--- config.mk ---
export PLATFORM = sky130hd
export DESIGN_NAME = service_scheduler_flat
export DESIGN_NICKNAME = d
export VERILOG_FILES = /design/src/rtl/service_scheduler_if.sv /design/src/rtl/service_scheduler.sv /design/src/flat_wrapper.sv
export SDC_FILE = /design/constraint.sdc
export NUM_CORES = 1
export LEC_CHECK = 0
export CAP_MARGIN = 20
export CORE_MARGIN = 2
export CORE_UTILIZATION = 50
export DETAILED_ROUTE_END_ITERATION = 10
export PLACE_DENSITY_LB_ADDON = 0.08
export SETUP_SLACK_MARGIN = 0.3
export SLEW_MARGIN = 40
export SYNTH_ARGS = -nofsm -noshare
export SYNTH_HDL_FRONTEND = slang
export SYNTH_SLANG_ARGS = --single-unit
--- constraint.sdc ---
create_clock -name clk -period 4.04 [get_ports clk]
set_input_delay 1.212 -clock clk [delete_from_list [all_inputs] [get_ports clk]]
set_output_delay 1.212 -clock clk [all_outputs]
set_load 0.01 [all_outputs]
--- src/rtl/service_scheduler_if.sv ---
// Signal bundle between the service scheduler and its switches, button, services and display.
// The scheduler sits on the slave modport; whatever drives switches and BCD values uses master.
interface service_scheduler_if;
    logic [2:0]  spdt;
    logic        push_m_raw;
    logic [15:0] svc1_bcd;
    logic [15:0] svc2_bcd;
    logic [15:0] svc3_bcd;
    logic [2:0]  svc_en;
    logic [1:0]  owner;
    logic [2:0]  push_pulse;
    logic        tick;
    logic [3:0]  an;
    logic [3:0]  digit;
    logic        blank;

    modport master (
        output spdt, push_m_raw, svc1_bcd, svc2_bcd, svc3_bcd,
        input  svc_en, owner, push_pulse, tick, an, digit, blank
    );

    modport slave (
        input  spdt, push_m_raw, svc1_bcd, svc2_bcd, svc3_bcd,
        output svc_en, owner, push_pulse, tick, an, digit, blank
    );
endinterface

--- src/rtl/service_scheduler.sv ---
// Arbitrates a shared push button, count tick and 4-digit display among three services
// selected by switches, with a blanking window on every ownership change.
//
// state    | meaning
// ---------+-----------------------------------------------------------
// S_IDLE   | no service requested; display dark, no grants
// S_BLANK  | owner latched, waiting BLANK_CYCLES before granting
// S_ACTIVE | owner granted; tick, push routing and display enabled
module service_scheduler #(
    parameter int TICK_DIV     = 1000,
    parameter int SCAN_DIV     = 100,
    parameter int BLANK_CYCLES = 4
) (
    input  logic               clk,
    input  logic               reset,
    service_scheduler_if.slave bus
);
    localparam int TW = (TICK_DIV > 1) ? $clog2(TICK_DIV) : 1;
    localparam int SW = (SCAN_DIV > 1) ? $clog2(SCAN_DIV) : 1;
    localparam int BW = (BLANK_CYCLES > 1) ? $clog2(BLANK_CYCLES) : 1;

    localparam logic [TW-1:0] TICK_LAST  = TW'(TICK_DIV - 1);
    localparam logic [SW-1:0] SCAN_LAST  = SW'(SCAN_DIV - 1);
    localparam logic [BW-1:0] BLANK_LAST = BW'(BLANK_CYCLES - 1);

    typedef enum logic [1:0] {
        S_IDLE   = 2'd0,
        S_BLANK  = 2'd1,
        S_ACTIVE = 2'd2
    } state_t;

    state_t        state_q, state_d;
    logic [2:0]    spdt_s1_q, spdt_s2_q;
    logic          push_s1_q, push_s2_q, push_prev_q;
    logic [1:0]    owner_q, owner_d;
    logic [1:0]    req;
    logic [BW-1:0] blank_cnt_q, blank_cnt_d;
    logic [TW-1:0] tick_cnt_q, tick_cnt_d;
    logic          tick_q, tick_d;
    logic [2:0]    pulse_q, pulse_d;
    logic [SW-1:0] scan_cnt_q, scan_cnt_d;
    logic [1:0]    scan_idx_q, scan_idx_d;
    logic          push_edge;
    logic [15:0]   sel_bcd;

    function automatic logic [2:0] onehot(input logic [1:0] num);
        logic [2:0] oh;
        oh = 3'b000;
        case (num)
            2'd1:    oh = 3'b001;
            2'd2:    oh = 3'b010;
            2'd3:    oh = 3'b100;
            default: oh = 3'b000;
        endcase
        return oh;
    endfunction

    always_ff @(posedge clk or posedge reset) begin
        if (reset) begin
            spdt_s1_q   <= 3'b000;
            spdt_s2_q   <= 3'b000;
            push_s1_q   <= 1'b0;
            push_s2_q   <= 1'b0;
            push_prev_q <= 1'b0;
        end else begin
            spdt_s1_q   <= bus.spdt;
            spdt_s2_q   <= spdt_s1_q;
            push_s1_q   <= bus.push_m_raw;
            push_s2_q   <= push_s1_q;
            push_prev_q <= push_s2_q;
        end
    end

    // Highest-numbered requesting service wins.
    always_comb begin
        req = 2'd0;
        if (spdt_s2_q[2]) begin
            req = 2'd3;
        end else if (spdt_s2_q[1]) begin
            req = 2'd2;
        end else if (spdt_s2_q[0]) begin
            req = 2'd1;
        end
    end

    always_ff @(posedge clk or posedge reset) begin
        if (reset) begin
            state_q     <= S_IDLE;
            owner_q     <= 2'd0;
            blank_cnt_q <= '0;
            tick_cnt_q  <= '0;
            tick_q      <= 1'b0;
            pulse_q     <= 3'b000;
            scan_cnt_q  <= '0;
            scan_idx_q  <= 2'd0;
        end else begin
            state_q     <= state_d;
            owner_q     <= owner_d;
            blank_cnt_q <= blank_cnt_d;
            tick_cnt_q  <= tick_cnt_d;
            tick_q      <= tick_d;
            pulse_q     <= pulse_d;
            scan_cnt_q  <= scan_cnt_d;
            scan_idx_q  <= scan_idx_d;
        end
    end

    always_comb begin
        state_d     = state_q;
        owner_d     = owner_q;
        blank_cnt_d = '0;
        case (state_q)
            S_IDLE: begin
                if (req != 2'd0) begin
                    state_d = S_BLANK;
                    owner_d = req;
                end
            end
            S_BLANK: begin
                if (req == 2'd0) begin
                    state_d = S_IDLE;
                    owner_d = 2'd0;
                end else if (req != owner_q) begin
                    owner_d = req;
                end else if (blank_cnt_q == BLANK_LAST) begin
                    state_d = S_ACTIVE;
                end else begin
                    blank_cnt_d = blank_cnt_q + BW'(1);
                end
            end
            S_ACTIVE: begin
                if (req == 2'd0) begin
                    state_d = S_IDLE;
                    owner_d = 2'd0;
                end else if (req != owner_q) begin
                    state_d = S_BLANK;
                    owner_d = req;
                end
            end
            default: begin
                state_d = S_IDLE;
                owner_d = 2'd0;
            end
        endcase
    end

    // Tick and push only act while ACTIVE persists across the edge, so events
    // coinciding with a hand-over are dropped rather than reaching the old owner.
    assign push_edge = push_s2_q & ~push_prev_q;

    always_comb begin
        tick_cnt_d = '0;
        tick_d     = 1'b0;
        pulse_d    = 3'b000;
        if (state_q == S_ACTIVE && state_d == S_ACTIVE) begin
            if (tick_cnt_q == TICK_LAST) begin
                tick_d = 1'b1;
            end else begin
                tick_cnt_d = tick_cnt_q + TW'(1);
            end
            if (push_edge) begin
                pulse_d = onehot(owner_q);
            end
        end
    end

    always_comb begin
        scan_cnt_d = scan_cnt_q + SW'(1);
        scan_idx_d = scan_idx_q;
        if (scan_cnt_q == SCAN_LAST) begin
            scan_cnt_d = '0;
            scan_idx_d = scan_idx_q + 2'd1;
        end
    end

    always_comb begin
        case (owner_q)
            2'd1:    sel_bcd = bus.svc1_bcd;
            2'd2:    sel_bcd = bus.svc2_bcd;
            2'd3:    sel_bcd = bus.svc3_bcd;
            default: sel_bcd = 16'h0000;
        endcase
    end

    always_comb begin
        bus.svc_en = 3'b000;
        bus.an     = 4'b1111;
        bus.digit  = 4'h0;
        bus.blank  = 1'b1;
        if (state_q == S_ACTIVE) begin
            bus.svc_en = onehot(owner_q);
            bus.an     = ~(4'b0001 << scan_idx_q);
            bus.digit  = sel_bcd[{scan_idx_q, 2'b00} +: 4];
            bus.blank  = 1'b0;
        end
    end

    assign bus.owner      = owner_q;
    assign bus.tick       = tick_q;
    assign bus.push_pulse = pulse_q;
endmodule

--- src/flat_wrapper.sv ---
// flat-port wrapper written by rule: the top's interface ports become plain ports
module service_scheduler_flat 
#(
    parameter int TICK_DIV     = 1000,
    parameter int SCAN_DIV     = 100,
    parameter int BLANK_CYCLES = 4
)
  (clk, reset, bus_spdt, bus_push_m_raw, bus_svc1_bcd, bus_svc2_bcd, bus_svc3_bcd, bus_svc_en, bus_owner, bus_push_pulse, bus_tick, bus_an, bus_digit, bus_blank);
  service_scheduler_if bus_i ();
  input  logic clk;
  input  logic reset;
  input wire logic [$bits(bus_i.spdt)-1:0] bus_spdt;
  input wire logic [$bits(bus_i.push_m_raw)-1:0] bus_push_m_raw;
  input wire logic [$bits(bus_i.svc1_bcd)-1:0] bus_svc1_bcd;
  input wire logic [$bits(bus_i.svc2_bcd)-1:0] bus_svc2_bcd;
  input wire logic [$bits(bus_i.svc3_bcd)-1:0] bus_svc3_bcd;
  output wire logic [$bits(bus_i.svc_en)-1:0] bus_svc_en;
  output wire logic [$bits(bus_i.owner)-1:0] bus_owner;
  output wire logic [$bits(bus_i.push_pulse)-1:0] bus_push_pulse;
  output wire logic [$bits(bus_i.tick)-1:0] bus_tick;
  output wire logic [$bits(bus_i.an)-1:0] bus_an;
  output wire logic [$bits(bus_i.digit)-1:0] bus_digit;
  output wire logic [$bits(bus_i.blank)-1:0] bus_blank;
  assign bus_i.spdt = bus_spdt;
  assign bus_i.push_m_raw = bus_push_m_raw;
  assign bus_i.svc1_bcd = bus_svc1_bcd;
  assign bus_i.svc2_bcd = bus_svc2_bcd;
  assign bus_i.svc3_bcd = bus_svc3_bcd;
  assign bus_svc_en = bus_i.svc_en;
  assign bus_owner = bus_i.owner;
  assign bus_push_pulse = bus_i.push_pulse;
  assign bus_tick = bus_i.tick;
  assign bus_an = bus_i.an;
  assign bus_digit = bus_i.digit;
  assign bus_blank = bus_i.blank;
  service_scheduler #(.TICK_DIV(TICK_DIV), .SCAN_DIV(SCAN_DIV), .BLANK_CYCLES(BLANK_CYCLES)) u_core (.clk(clk), .reset(reset), .bus(bus_i));
endmodule
; ---- Word level (Yosys, flattened, before mapping)
; Index checks and enable logic that the tools add are counted.
[classes]
add_sub_neg = 4
eq_ne = 12
n_shift = 2
n_mux = 31
n_bitwise = 3
n_reduce_logical = 6
[ops]
columns = op, n
row1 = $pmux W16 S3, 1
row2 = $mux W2, 15
row3 = $mux W10, 2
row4 = $shiftx A16 B5 Y4, 1
row5 = $add A10 B1 Y10 const B, 1
row6 = $eq A10 B10 Y1 const B, 1
row7 = $eq A2 B2 Y1 const B, 5
row8 = $mux W3, 3
row9 = $pmux W3 S3, 1
row10 = $mux W4, 2
row11 = $add A7 B1 Y7 const B, 1
row12 = $eq A7 B7 Y1 const B, 1
row13 = $mux W7, 1
row14 = $pmux W2 S3, 1
row15 = $add A2 B1 Y2 const B, 2
row16 = $eq A2 B1 Y1 const B, 2
row17 = $logic_not A2 Y1, 2
row18 = $mux W1, 4
row19 = $not A4 Y4, 1
row20 = $pmux W2 S2, 1
row21 = $shl A1 B2 Y4 const A, 1
row22 = $ne A3 B1 Y1 const B, 1
row23 = $ne A2 B1 Y1 const B, 1
row24 = $ne A2 B2 Y1, 1
row25 = other kinds (6), 6
[totals]
reg_bits = 38
inputBits = 54
output_inout_bits = 18
elab_cells = 71

; ---- Logic depth before layout (Yosys ltp)
[depth]
depth_word = 10
mapped_depth = 8
mapped_depth_nobuf = 7

; ---- Least setup slack after synthesis
; OpenSTA, ideal clock, no wires.
[synth_timing]
path_type = input to output
from = in bus_svc3_bcd[1]
to = out bus_digit[1]
t_arrival_ns = 1.970
t_required_ns = 2.828
path_slack_ns = 0.858
path_stages = 4
path_buffers = 0
path_cell_list = mux2_2 a221oi_1 or3_1 a21oi_1
[synth_via]
elab_chain_len = 3
[synth_lines]
columns = element, line_no
row1 = "start, declared", flat_wrapper.sv:16  ; input wire logic [$bits(bus_i.svc3_bcd)-1:0] bus_svc3_bcd;
row2 = $pmux W16 S3, service_scheduler.sv:177  ; case (owner_q)
row3 = $shiftx A16 B5 Y4, service_scheduler.sv:193  ; bus.digit = sel_bcd[{scan_idx_q, 2'b00} +: 4];
row4 = $mux W4, service_scheduler.sv:190  ; if (state_q == S_ACTIVE) begin
row5 = "end, declared", flat_wrapper.sv:22  ; output wire logic [$bits(bus_i.digit)-1:0] bus_digit;
; Every way passes these cells.

; ---- Worst setup path in the final report
[layout_timing]
from = in bus_svc3_bcd[10]
to = out bus_digit[2]
; The elaborated chain is that of the path after synthesis.

==> run metrics <==
Peak VDD IR 0.000280 V; Final period util 0.923; grt ovf 0; Clock Power Share 0.233; vias in the first global route 1,999; reg2reg setup slack 1.86 ns; clock tree from TritonCTS built; Mapped Avg Cell Area 9.89 sq um; Detailed Place HPWL 4.14 mm; Reg2Reg Depth 6; worst slew pin tran 0.657 ns; Fin Setup TNS 0 ns; Setup WS post-layout 0.313 ns; syn nets 297; Rows 24; slew margin rel. 0.562; Worst Path Class, Setup in -> out; starting DRC count in detailed routing 74; Die X-Extent 71.7 microns; Main synth FF type dfrtp_1; top cell type's share of synthesized area 0.414; Core Box Area 4380 sq um; drt wl/cell 16.1 microns; die area 5150 sq um; most frequent cells in the layout clkdlybuf4s50_1, dfrtp_1, dlymetal6s2s_1; fraction of layout cells with a size suffix above 1 0.168; hold path start u_core.spdt_s1_q[1]; leading cell type in the layout, fill and taps excluded clkdlybuf4s50_1; RSZ-0062 raised after global routing yes; Post-synth EDFFs 0; Post-Syn Instances 232; GP Congestion 0.860; hold-fix buffers at CTS 0; hold-critical path endpoint u_core.spdt_s2_q[1]; Place WS -0.162 ns; R2R Path End u_core.bus.push_pulse[0]; initial antenna violation count 0; synthesized area 2290 sq um; Max Cap Viol 0; minimum clock period 3.73 ns; clk_lat worst skew 0.28 ns; DRC violations left 0; final clock skew 0.00265 ns; Hold Path Class reg -> reg; FMAX 268 MHz; largest net degree at the start of global routing 31; CP startpoint kind primary input; Leak 1.50 nW; Cells on Worst Hold Path 0; global-route wire length before repair 9.52 mm; Synth async-reset ratio 1.00; Sw Pwr 0.440 mW; htree depth 2; Total Wirelength 5.70 mm; antenna-violating nets left 0; area delta synth->final 43.4%; worst r2r src u_core.bus.owner[1]; Clk pin slew, worst setup/hold paths 0.07 ns; post-CTS setup buffer count 0; worst-path fanout max 1; Synth area leaders dfrtp_1, mux2_2, a221oi_1, ha_1, nor3_1; Final setup viols 0; Clock Tree Buf Depth 2; Netlist cell types 38; warnings from Yosys 0; CTS Buf Count 5; Critical Path AT 2.52 ns; Int Pwr 0.873 mW; Sw Ratio 0.335; top cell type by total area after synthesis dfrtp_1; combinational fraction of design power 0.445; via/cell ratio 5.65; Req. time, crit path 2.83 ns; ant diodes 0; Final Slew Violations 0; Num Clock Sinks 38; Final Hold Vio Count 0; via count 2,006; total power divided by cell area 399 nW/um^2; Detailed Routing Iterations Pass 1 4; Seq pwr share 0.322; nets 367; Initial Utilization 0.523; Yosys reg bits 38; GRT Overall Usage 0.233; # IOs 72; Die Y-Extent 71.7 microns; Port Buffer Count 71; status finished, final reports clean; post-synthesis sequential area ratio 0.414; CP Capture Type primary output; root buffer cell clkbuf_8
worst max-delay path, stage by stage:
cell	delay, ns
clkdlybuf4s50_1	0.46
mux2_4	0.14
a221oi_1	0.06
or3_1	0.36
a21oi_1	0.13
buf_2	0.16
stage by stage:
stage	utilization	hold slack, ns	power [mW]	cells	cell area (sq um)
6_report	0.751	0.348	1.31	355	3290
5_1_grt	0.751	0.360	1.39	355	3290
4_1_cts	0.714	0.352	1.25	355	3130
3_5_place_dp	0.693	0.336	0.932	347	3040
3_3_place_gp	0.691	0.332	0.919	347	3030
2_1_floorplan	-	0.331	0.791	232	2290
synthesized netlist by cell type, drive strengths merged, types with 2 or more instances:
| master | count |
|---|---|
| a221oi | 16 |
| xnor2 | 8 |
| nor2 | 16 |
| nand3 | 10 |
| nand2 | 15 |
| and2 | 5 |
| a21oi | 6 |
| a31oi | 3 |
| inv | 10 |
| nor2b | 2 |
| o21a | 2 |
| and3 | 3 |
| or3 | 8 |
| mux2 | 18 |
| o2111ai | 3 |
| clkbuf | 6 |
| ha | 11 |
| nor3 | 19 |
| nor4 | 3 |
| nand4 | 2 |
| buf | 7 |
| xor2 | 4 |
| a211oi | 3 |
| o21ai | 6 |
| dfrtp | 38 |
worst max path at each step:
stage | startpoint | to | cells after the start
after floorplan | bus_svc3_bcd[1] | bus_digit[1] | 4
after global placement | bus_svc3_bcd[6] | bus_digit[2] | 6
after detailed placement | bus_svc1_bcd[2] | bus_digit[2] | 6
after CTS | bus_svc1_bcd[2] | bus_digit[2] | 6
after global routing | bus_svc3_bcd[15] | bus_digit[3] | 6
final | bus_svc3_bcd[10] | bus_digit[2] | 6
metal layers:
metal / track usage / vias to the layer above / part of all wire / wire (microns)
met2: 0.385 / 58 / 0.47 / 2700
met3: 0.0647 / 8 / 0.062 / 355
li1: - / 992 / - / -
met1: 0.311 / 948 / 0.45 / 2570
met4: 0.0419 / 0 / 0.014 / 78
met5: 0 / - / 0 / 0
registers in the layout, summed over array words and instances, names as in the netlist, 2 cells and up:
signal and count:
u_core.spdt_s2_q 3, u_core.blank_cnt_q 2, u_core.scan_idx_q 2, u_core.state_q 2, u_core.scan_cnt_q 7, u_core.bus.push_pulse 3
u_core.spdt_s1_q 3, u_core.bus.owner 2, u_core.tick_cnt_q 10
timing repair:
action	4_1_cts	5_1_grt
pin swaps	1	16
gates cloned	0	0
setup endpoints to repair	4	4
resized for setup	17	44
cell type report:
| class | count | area, sq um |
|---|---|---|
| multi-input combinational | 170 | 1350 |
| fill | 311 | 1090 |
| sequential | 38 | 951 |
| timing repair buffer | 76 | 778 |
| clock buffer | 7 | 76.3 |
| tap | 52 | 65.1 |
| inverter | 11 | 41.3 |
| clock inverter | 1 | 30.0 |
logic make-up (layout without fill, tap and decap cells):
family / count (synthesis) / in the layout / share of synthesized area
AND/OR/NAND/NOR: 86 / 86 / 0.196
AO/OA/AOI/OAI: 43 / 43 / 0.144
flip-flops: 38 / 38 / 0.414
buffers and inverters: 24 / 95 / 0.0513
multiplexers: 18 / 18 / 0.0883
XOR/XNOR: 12 / 12 / 0.0458
adder cells (fa/ha/maj): 11 / 11 / 0.0600
power groups by stage:
stage	Sequential, mW	Clock (mW)	Combinational [mW]
floorplan	0.437	0	0.354
global placement	0.429	0	0.490
detailed placement	0.430	0	0.502
CTS	0.423	0.315	0.511
global route	0.428	0.328	0.632
finish	0.423	0.306	0.584
Note: power is estimated with default switching activity, not from simulation.
